[src/rtl/jtag_mem_bridge_if.sv]
// Signal bundle between the USER1 64-bit word port, the bridge and the slow 32-bit memory port.
// The master view belongs to the bridge; the slave view belongs to the TAP logic and the memory.
interface jtag_mem_bridge_if #(
  parameter int ADDR_W = 32
);
  logic              WREN;
  logic [31:0]       ADDR;
  logic [63:0]       TO_MEM;
  logic [63:0]       FROM_MEM;
  logic              FROM_VALID;
  logic              BUSY;
  logic              ERR;
  logic              OVERRUN;
  logic              MEM_REQ;
  logic              MEM_WE;
  logic [ADDR_W-1:0] MEM_ADDR;
  logic [31:0]       MEM_WDATA;
  logic              MEM_GNT;
  logic              MEM_RVALID;
  logic [31:0]       MEM_RDATA;

  modport master (
    input  WREN, ADDR, TO_MEM, MEM_GNT, MEM_RVALID, MEM_RDATA,
    output FROM_MEM, FROM_VALID, BUSY, ERR, OVERRUN,
    output MEM_REQ, MEM_WE, MEM_ADDR, MEM_WDATA
  );

  modport slave (
    output WREN, ADDR, TO_MEM, MEM_GNT, MEM_RVALID, MEM_RDATA,
    input  FROM_MEM, FROM_VALID, BUSY, ERR, OVERRUN,
    input  MEM_REQ, MEM_WE, MEM_ADDR, MEM_WDATA
  );
endinterface

[src/rtl/jtag_mem_bridge.sv]
// Splits 64-bit USER1 word accesses into two single-outstanding 32-bit memory beats and keeps
// the word at ADDR prefetched so FROM_MEM is stable before the next CAPTURE.
module jtag_mem_bridge #(
  parameter int ADDR_W  = 32,
  parameter int TIMEOUT = 255
) (
  input logic               TCK,
  input logic               RESET,
  jtag_mem_bridge_if.master bus
);
  typedef enum logic [2:0] {
    IDLE    = 3'd0,
    WR_LO   = 3'd1,
    WR_HI   = 3'd2,
    RD_LO   = 3'd3,
    RD_LO_W = 3'd4,
    RD_HI   = 3'd5,
    RD_HI_W = 3'd6
  } state_t;

  localparam logic [15:0] LAST_TICK  = 16'(TIMEOUT - 1);
  localparam logic [63:0] ABORT_WORD = 64'hDEAD_BEEF_DEAD_BEEF;

  state_t            state_r;
  logic [31:0]       cur_addr_r;
  logic [31:0]       last_addr_r;
  logic [31:0]       pend_addr_r;
  logic [31:0]       lo_r;
  logic [63:0]       wdata_r;
  logic [63:0]       pend_data_r;
  logic [63:0]       from_mem_r;
  logic              pend_valid_r;
  logic              refresh_r;
  logic              err_r;
  logic              overrun_r;
  logic              req_r;
  logic              we_r;
  logic [ADDR_W-1:0] mem_addr_r;
  logic [31:0]       mem_wdata_r;
  logic [15:0]       cnt_r;

  logic [31:0]       wr_addr_s;
  logic [63:0]       wr_data_s;
  logic              start_wr_s;
  logic              timeout_s;

  // Byte address of a beat; wraps silently at ADDR_W bits.
  function automatic logic [ADDR_W-1:0] beat_addr(input logic [31:0] word, input logic hi);
    logic [ADDR_W-1:0] base;
    base = ADDR_W'({word, 3'b000});
    return base + ADDR_W'({hi, 2'b00});
  endfunction

  // Source of the next write: a buffered write always drains before a fresh strobe
  always_comb begin
    if (pend_valid_r) begin
      wr_addr_s = pend_addr_r;
      wr_data_s = pend_data_r;
    end else begin
      wr_addr_s = bus.ADDR;
      wr_data_s = bus.TO_MEM;
    end
  end

  assign start_wr_s = pend_valid_r | bus.WREN;
  assign timeout_s  = (cnt_r == LAST_TICK);

  // Bridge FSM with pending-write buffer, timeout counter and registered memory-port outputs
  always_ff @(posedge TCK or posedge RESET) begin
    if (RESET) begin
      state_r      <= IDLE;
      cur_addr_r   <= 32'd0;
      last_addr_r  <= 32'd0;
      pend_addr_r  <= 32'd0;
      lo_r         <= 32'd0;
      wdata_r      <= 64'd0;
      pend_data_r  <= 64'd0;
      from_mem_r   <= 64'd0;
      pend_valid_r <= 1'b0;
      refresh_r    <= 1'b1;
      err_r        <= 1'b0;
      overrun_r    <= 1'b0;
      req_r        <= 1'b0;
      we_r         <= 1'b0;
      mem_addr_r   <= '0;
      mem_wdata_r  <= 32'd0;
      cnt_r        <= 16'd0;
    end else begin
      if ((state_r != IDLE) && bus.WREN) begin
        if (pend_valid_r) begin
          overrun_r <= 1'b1;
        end else begin
          pend_valid_r <= 1'b1;
          pend_addr_r  <= bus.ADDR;
          pend_data_r  <= bus.TO_MEM;
        end
      end
      case (state_r)
        IDLE: begin
          cnt_r <= 16'd0;
          if (start_wr_s) begin
            cur_addr_r  <= wr_addr_s;
            wdata_r     <= wr_data_s;
            req_r       <= 1'b1;
            we_r        <= 1'b1;
            mem_addr_r  <= beat_addr(wr_addr_s, 1'b0);
            mem_wdata_r <= wr_data_s[31:0];
            state_r     <= WR_LO;
            // The slot frees as the buffered write launches, so a same-cycle strobe refills it.
            if (pend_valid_r && bus.WREN) begin
              pend_addr_r <= bus.ADDR;
              pend_data_r <= bus.TO_MEM;
            end else begin
              pend_valid_r <= 1'b0;
            end
          end else if (refresh_r || (bus.ADDR != last_addr_r)) begin
            cur_addr_r  <= bus.ADDR;
            req_r       <= 1'b1;
            we_r        <= 1'b0;
            mem_addr_r  <= beat_addr(bus.ADDR, 1'b0);
            mem_wdata_r <= 32'd0;
            state_r     <= RD_LO;
          end
        end
        WR_LO, WR_HI: begin
          if (bus.MEM_GNT && (state_r == WR_LO)) begin
            mem_addr_r  <= beat_addr(cur_addr_r, 1'b1);
            mem_wdata_r <= wdata_r[63:32];
            cnt_r       <= 16'd0;
            state_r     <= WR_HI;
          end else if (bus.MEM_GNT || timeout_s) begin
            req_r     <= 1'b0;
            we_r      <= 1'b0;
            refresh_r <= 1'b1;
            err_r     <= err_r | ~bus.MEM_GNT;
            state_r   <= IDLE;
          end else begin
            cnt_r <= cnt_r + 16'd1;
          end
        end
        RD_LO, RD_HI: begin
          if (bus.MEM_GNT) begin
            req_r   <= 1'b0;
            cnt_r   <= 16'd0;
            state_r <= (state_r == RD_LO) ? RD_LO_W : RD_HI_W;
          end else if (timeout_s) begin
            req_r       <= 1'b0;
            err_r       <= 1'b1;
            from_mem_r  <= ABORT_WORD;
            last_addr_r <= cur_addr_r;
            refresh_r   <= 1'b0;
            state_r     <= IDLE;
          end else begin
            cnt_r <= cnt_r + 16'd1;
          end
        end
        RD_LO_W, RD_HI_W: begin
          if (bus.MEM_RVALID && (state_r == RD_LO_W)) begin
            lo_r       <= bus.MEM_RDATA;
            req_r      <= 1'b1;
            mem_addr_r <= beat_addr(cur_addr_r, 1'b1);
            cnt_r      <= 16'd0;
            state_r    <= RD_HI;
          end else if (bus.MEM_RVALID || timeout_s) begin
            from_mem_r  <= bus.MEM_RVALID ? {bus.MEM_RDATA, lo_r} : ABORT_WORD;
            err_r       <= err_r | ~bus.MEM_RVALID;
            last_addr_r <= cur_addr_r;
            refresh_r   <= 1'b0;
            state_r     <= IDLE;
          end else begin
            cnt_r <= cnt_r + 16'd1;
          end
        end
        default: begin
          req_r   <= 1'b0;
          we_r    <= 1'b0;
          state_r <= IDLE;
        end
      endcase
    end
  end

  assign bus.FROM_MEM   = from_mem_r;
  assign bus.FROM_VALID = (state_r == IDLE) && !pend_valid_r && !refresh_r && (bus.ADDR == last_addr_r);
  assign bus.BUSY       = (state_r != IDLE) || pend_valid_r;
  assign bus.ERR        = err_r;
  assign bus.OVERRUN    = overrun_r;
  assign bus.MEM_REQ    = req_r;
  assign bus.MEM_WE     = we_r;
  assign bus.MEM_ADDR   = mem_addr_r;
  assign bus.MEM_WDATA  = mem_wdata_r;
endmodule

[src/flat_wrapper.sv]
// flat-port wrapper written by rule: the top's interface ports become plain ports
module jtag_mem_bridge_flat 
#(
  parameter int ADDR_W  = 32,
  parameter int TIMEOUT = 255
)
  (TCK, RESET, bus_WREN, bus_ADDR, bus_TO_MEM, bus_MEM_GNT, bus_MEM_RVALID, bus_MEM_RDATA, bus_FROM_MEM, bus_FROM_VALID, bus_BUSY, bus_ERR, bus_OVERRUN, bus_MEM_REQ, bus_MEM_WE, bus_MEM_ADDR, bus_MEM_WDATA);
  jtag_mem_bridge_if #(.ADDR_W(ADDR_W)) bus_i ();
  input logic TCK;
  input logic RESET;
  input wire logic [$bits(bus_i.WREN)-1:0] bus_WREN;
  input wire logic [$bits(bus_i.ADDR)-1:0] bus_ADDR;
  input wire logic [$bits(bus_i.TO_MEM)-1:0] bus_TO_MEM;
  input wire logic [$bits(bus_i.MEM_GNT)-1:0] bus_MEM_GNT;
  input wire logic [$bits(bus_i.MEM_RVALID)-1:0] bus_MEM_RVALID;
  input wire logic [$bits(bus_i.MEM_RDATA)-1:0] bus_MEM_RDATA;
  output wire logic [$bits(bus_i.FROM_MEM)-1:0] bus_FROM_MEM;
  output wire logic [$bits(bus_i.FROM_VALID)-1:0] bus_FROM_VALID;
  output wire logic [$bits(bus_i.BUSY)-1:0] bus_BUSY;
  output wire logic [$bits(bus_i.ERR)-1:0] bus_ERR;
  output wire logic [$bits(bus_i.OVERRUN)-1:0] bus_OVERRUN;
  output wire logic [$bits(bus_i.MEM_REQ)-1:0] bus_MEM_REQ;
  output wire logic [$bits(bus_i.MEM_WE)-1:0] bus_MEM_WE;
  output wire logic [$bits(bus_i.MEM_ADDR)-1:0] bus_MEM_ADDR;
  output wire logic [$bits(bus_i.MEM_WDATA)-1:0] bus_MEM_WDATA;
  assign bus_i.WREN = bus_WREN;
  assign bus_i.ADDR = bus_ADDR;
  assign bus_i.TO_MEM = bus_TO_MEM;
  assign bus_i.MEM_GNT = bus_MEM_GNT;
  assign bus_i.MEM_RVALID = bus_MEM_RVALID;
  assign bus_i.MEM_RDATA = bus_MEM_RDATA;
  assign bus_FROM_MEM = bus_i.FROM_MEM;
  assign bus_FROM_VALID = bus_i.FROM_VALID;
  assign bus_BUSY = bus_i.BUSY;
  assign bus_ERR = bus_i.ERR;
  assign bus_OVERRUN = bus_i.OVERRUN;
  assign bus_MEM_REQ = bus_i.MEM_REQ;
  assign bus_MEM_WE = bus_i.MEM_WE;
  assign bus_MEM_ADDR = bus_i.MEM_ADDR;
  assign bus_MEM_WDATA = bus_i.MEM_WDATA;
  jtag_mem_bridge #(.ADDR_W(ADDR_W), .TIMEOUT(TIMEOUT)) u_core (.TCK(TCK), .RESET(RESET), .bus(bus_i));
endmodule
[config.mk]
export PLATFORM = sky130hd
export DESIGN_NAME = jtag_mem_bridge_flat
export DESIGN_NICKNAME = d
export VERILOG_FILES = /design/src/rtl/jtag_mem_bridge_if.sv /design/src/rtl/jtag_mem_bridge.sv /design/src/flat_wrapper.sv
export SDC_FILE = /design/constraint.sdc
export NUM_CORES = 1
export LEC_CHECK = 0
export ABC_AREA = 0
export CORE_ASPECT_RATIO = 0.75
export CORE_MARGIN = 2
export CORE_UTILIZATION = 54
export DETAILED_ROUTE_END_ITERATION = 12
export PLACE_DENSITY = 0.9
export SLEW_MARGIN = 25
export SYNTH_ARGS = -nofsm -noshare
export SYNTH_HDL_FRONTEND = slang
export SYNTH_SLANG_ARGS = --single-unit
[constraint.sdc]
create_clock -name TCK -period 16 [get_ports TCK]
set_clock_uncertainty 0.2 [all_clocks]
set_input_delay 3.2 -clock TCK [delete_from_list [all_inputs] [get_ports TCK]]
set_output_delay 3.2 -clock TCK [all_outputs]
set_load 0.1 [all_outputs]
==> run metrics <==
fin. max-slew vios 0; #FFs+latches synth 375; die width 206.1 um; maxcap violations 0; Total GRT Usage 0.2690; RSZ-0062 raised after global routing no; number of fill cells 2,115; CP required 12.60 ns; startpoint types primary input; number of clock sinks 375; H-tree levels 2; buffers from clock root to sink, at most 3; Port Buffers 264; Unique masters post-synth 55; number of DRC markers in iteration 0 1,016; Hold-fix buffers, CTS 0; Ys Warns 0; initial antenna violation count 1; Worst Hold Class reg2reg; register area share after synthesis 0.5671; Vias 12,280; HP Start u_core.bus.ERR; Worst setup EP type output pin; postcts setup bufs 0; TNS Setup 0 ns; Die Area 32,080 um^2; Synth Flop Type dfrtp_1; global-route wire length before repair 68,290 um; ys async rst share 1.000; fmax 109.1 MHz; clk_lat worst skew 0.54 ns; number of synthesized flops with an enable pin 0; worst-margin pin slew 1.092 ns; critical path, cell by cell clkdlybuf4s50_1 -> xor2_1 -> nor4_1 -> nand4_1 -> and4b_1 -> nand2_1 -> nor2_1 -> buf_2; detailed placer's ending HPWL 27,160 um; max_slew headroom 0.2696; I/O pin total 267; fin area 20,750 um^2; DRC violations left 0; final setup fails 0; crit-path max FO 6; DRT Pass-1 Iters 5; critical path class in2out; CTS tree done; outcome finished, final reports clean; Area Growth Syn to Fin 25.42%; drt total wl 42,730 um; Root Buffer clkbuf_16; Final GP Congestion 0.8595; Chip Height 155.6 um; syn_area_per_cell 11.21 um^2; worst setup path start bus_ADDR[21]; CP max-delay cell and4b_1; CP peak stage delay 0.55 ns; period utilization 0.5729; Initial Utilization 0.5490; CTS buffer count 38; largest net degree at the start of global routing 171; cells after synthesis 1,476; Core Region 30,140 um^2; Total Nets Final 1,837; post-DR wirelength/cell 20.05 um; crit path DAT 5.77 ns; CTS clk-pin slew, worst paths 0.06 ns; # rows 55; Resize count post-CTS 0; fin crit period 9.167 ns; Final Hold Vio Count 0; placed instance area 19,430 um^2; r2r startpoint u_core.state_r[1]; vias per cell 5.760; Post-Syn Area 16,550 um^2; share of layout cells above drive strength 1 0.1682; number of global-route vias before repair 12,640; Post-DRT Antenna Nets 0; gr ovfl total 0
## flip-flops by register name, summed over array words and instances (netlist names)
signal / flops
u_core.bus.MEM_ADDR: 30
u_core.bus.MEM_WDATA: 32
u_core.refresh_r: 1
u_core.state_r: 3
u_core.cnt_r: 16
u_core.bus.MEM_REQ: 1
u_core.cur_addr_r: 32
u_core.wdata_r: 32
u_core.pend_data_r: 64
u_core.bus.MEM_WE: 1
u_core.bus.FROM_MEM: 64
u_core.bus.OVERRUN: 1
u_core.pend_addr_r: 32
u_core.last_addr_r: 32
u_core.lo_r: 32
u_core.bus.ERR: 1
u_core.pend_valid_r: 1
## critical path: cells and delay by family
family        cells  cell delay (ns)
buf+inv           2             0.94
xor+xnor          1             0.20
simple gates      5             1.39
## per-layer routing
metal	vias up	GRT usage	wire length [um]
li1	5531	-	-
met1	6206	0.3602	17640
met2	439	0.4342	20610
met3	99	0.06245	3199
met4	0	0.09252	1284
met5	-	0	0
## cell usage in the layout (no fill, tap or decap), types with 3 or more instances in the layout
master and count:
a211oi_1 3, a21oi_1 3, a22oi_1 32, a31oi_1 7, and3_1 5, buf_4 15
bufinv_16 3, clkbuf_1 7, clkbuf_16 39, clkbuf_8 11, clkdlybuf4s50_1 262, clkinv_2 6
dfrtp_1 373, inv_1 37, mux2_1 3, mux2_2 190, mux2i_1 90, nand2_1 189
nand2b_1 4, nand3_1 20, nand4_1 9, nor2_1 113, nor2b_1 4, nor3_1 53
nor4_1 7, o21ai_0 156, o22ai_1 3, o31ai_1 4, xnor2_1 9, xor2_1 21
## per-stage QoR
stage	setup slack, ns	utilization	hold WS, ns	std cells
2_1_floorplan	2.186	-	0.2419	1477
3_3_place_gp	6.104	0.6448	0.2505	2060
3_5_place_dp	6.862	0.6447	0.2598	2060
4_1_cts	6.875	0.6875	0.2726	2128
5_1_grt	6.691	0.6884	0.2873	2129
6_report	6.833	0.6886	0.2640	2131
## path summary, 6_finish.rpt
path	endpoint	slack, ns	cells past startpoint
hold reg to reg	u_core.bus.ERR	0.26	1
hold / removal	u_core.bus.ERR	0.26	1
max in group asynchronous	u_core.bus.MEM_ADDR[23]	11.10	4
min in group asynchronous	u_core.pend_data_r[0]	2.89	2
setup reg to reg	u_core.pend_data_r[4]	12.45	6
setup / recovery	bus_FROM_VALID	6.83	8
## cell usage after synthesis (3+ instances only)
cell | count | area share
xnor2_1 | 10 | 0.0053
nand2_1 | 189 | 0.043
nor2b_1 | 5 | 0.0019
buf_1 | 6 | 0.0014
a31oi_1 | 7 | 0.0026
a21oi_1 | 5 | 0.0015
dfrtp_1 | 374 | 0.57
and3_1 | 5 | 0.0019
o22ai_1 | 3 | 0.0011
mux2_1 | 3 | 0.0020
nor3_1 | 53 | 0.016
buf_6 | 7 | 0.0048
inv_1 | 38 | 0.0086
clkbuf_1 | 48 | 0.011
o21ai_0 | 158 | 0.048
a22oi_1 | 32 | 0.015
mux2i_1 | 90 | 0.054
xor2_1 | 21 | 0.011
buf_2 | 31 | 0.0094
nand3_1 | 22 | 0.0067
mux2_2 | 190 | 0.13
nand4_1 | 9 | 0.0034
a211oi_1 | 3 | 0.0014
nor2_1 | 115 | 0.026
nor4_1 | 7 | 0.0026
nand2b_1 | 4 | 0.0015
buf_4 | 4 | 0.0018
o31ai_1 | 4 | 0.0018
## cell families (layout without fill, tap and decap cells)
group                      Yosys count  count (layout)  synth area share
and+or+nand+nor                    420             420            0.1091
DFF                                375             375            0.5671
muxes                              284             284            0.1867
AOI/OAI and AO/OA                  228             228           0.08151
buffers and inverters              134             387           0.03682
xor gates and xnor gates            31              31           0.01641
adders and majority gates            3               3          0.002117
other                                1               4         0.0002266
## area by class of cell
cell class	count	area, um^2	share of cell area
Tap cell	399	499.2	0.02405
Inverter	38	150.1	0.007234
Clock inverter	11	136.4	0.006571
Sequential cell	375	9389	0.4524
Clock buffer	57	1154	0.05558
Multi-Input combinational cell	968	6629	0.3194
Antenna cell	2	5.005	0.0002411
Timing Repair Buffer	281	2793	0.1346
Power is left out: the tool's default activity adds up to more than one toggle a clock period on the data nets, which glitch-free logic cannot reach.
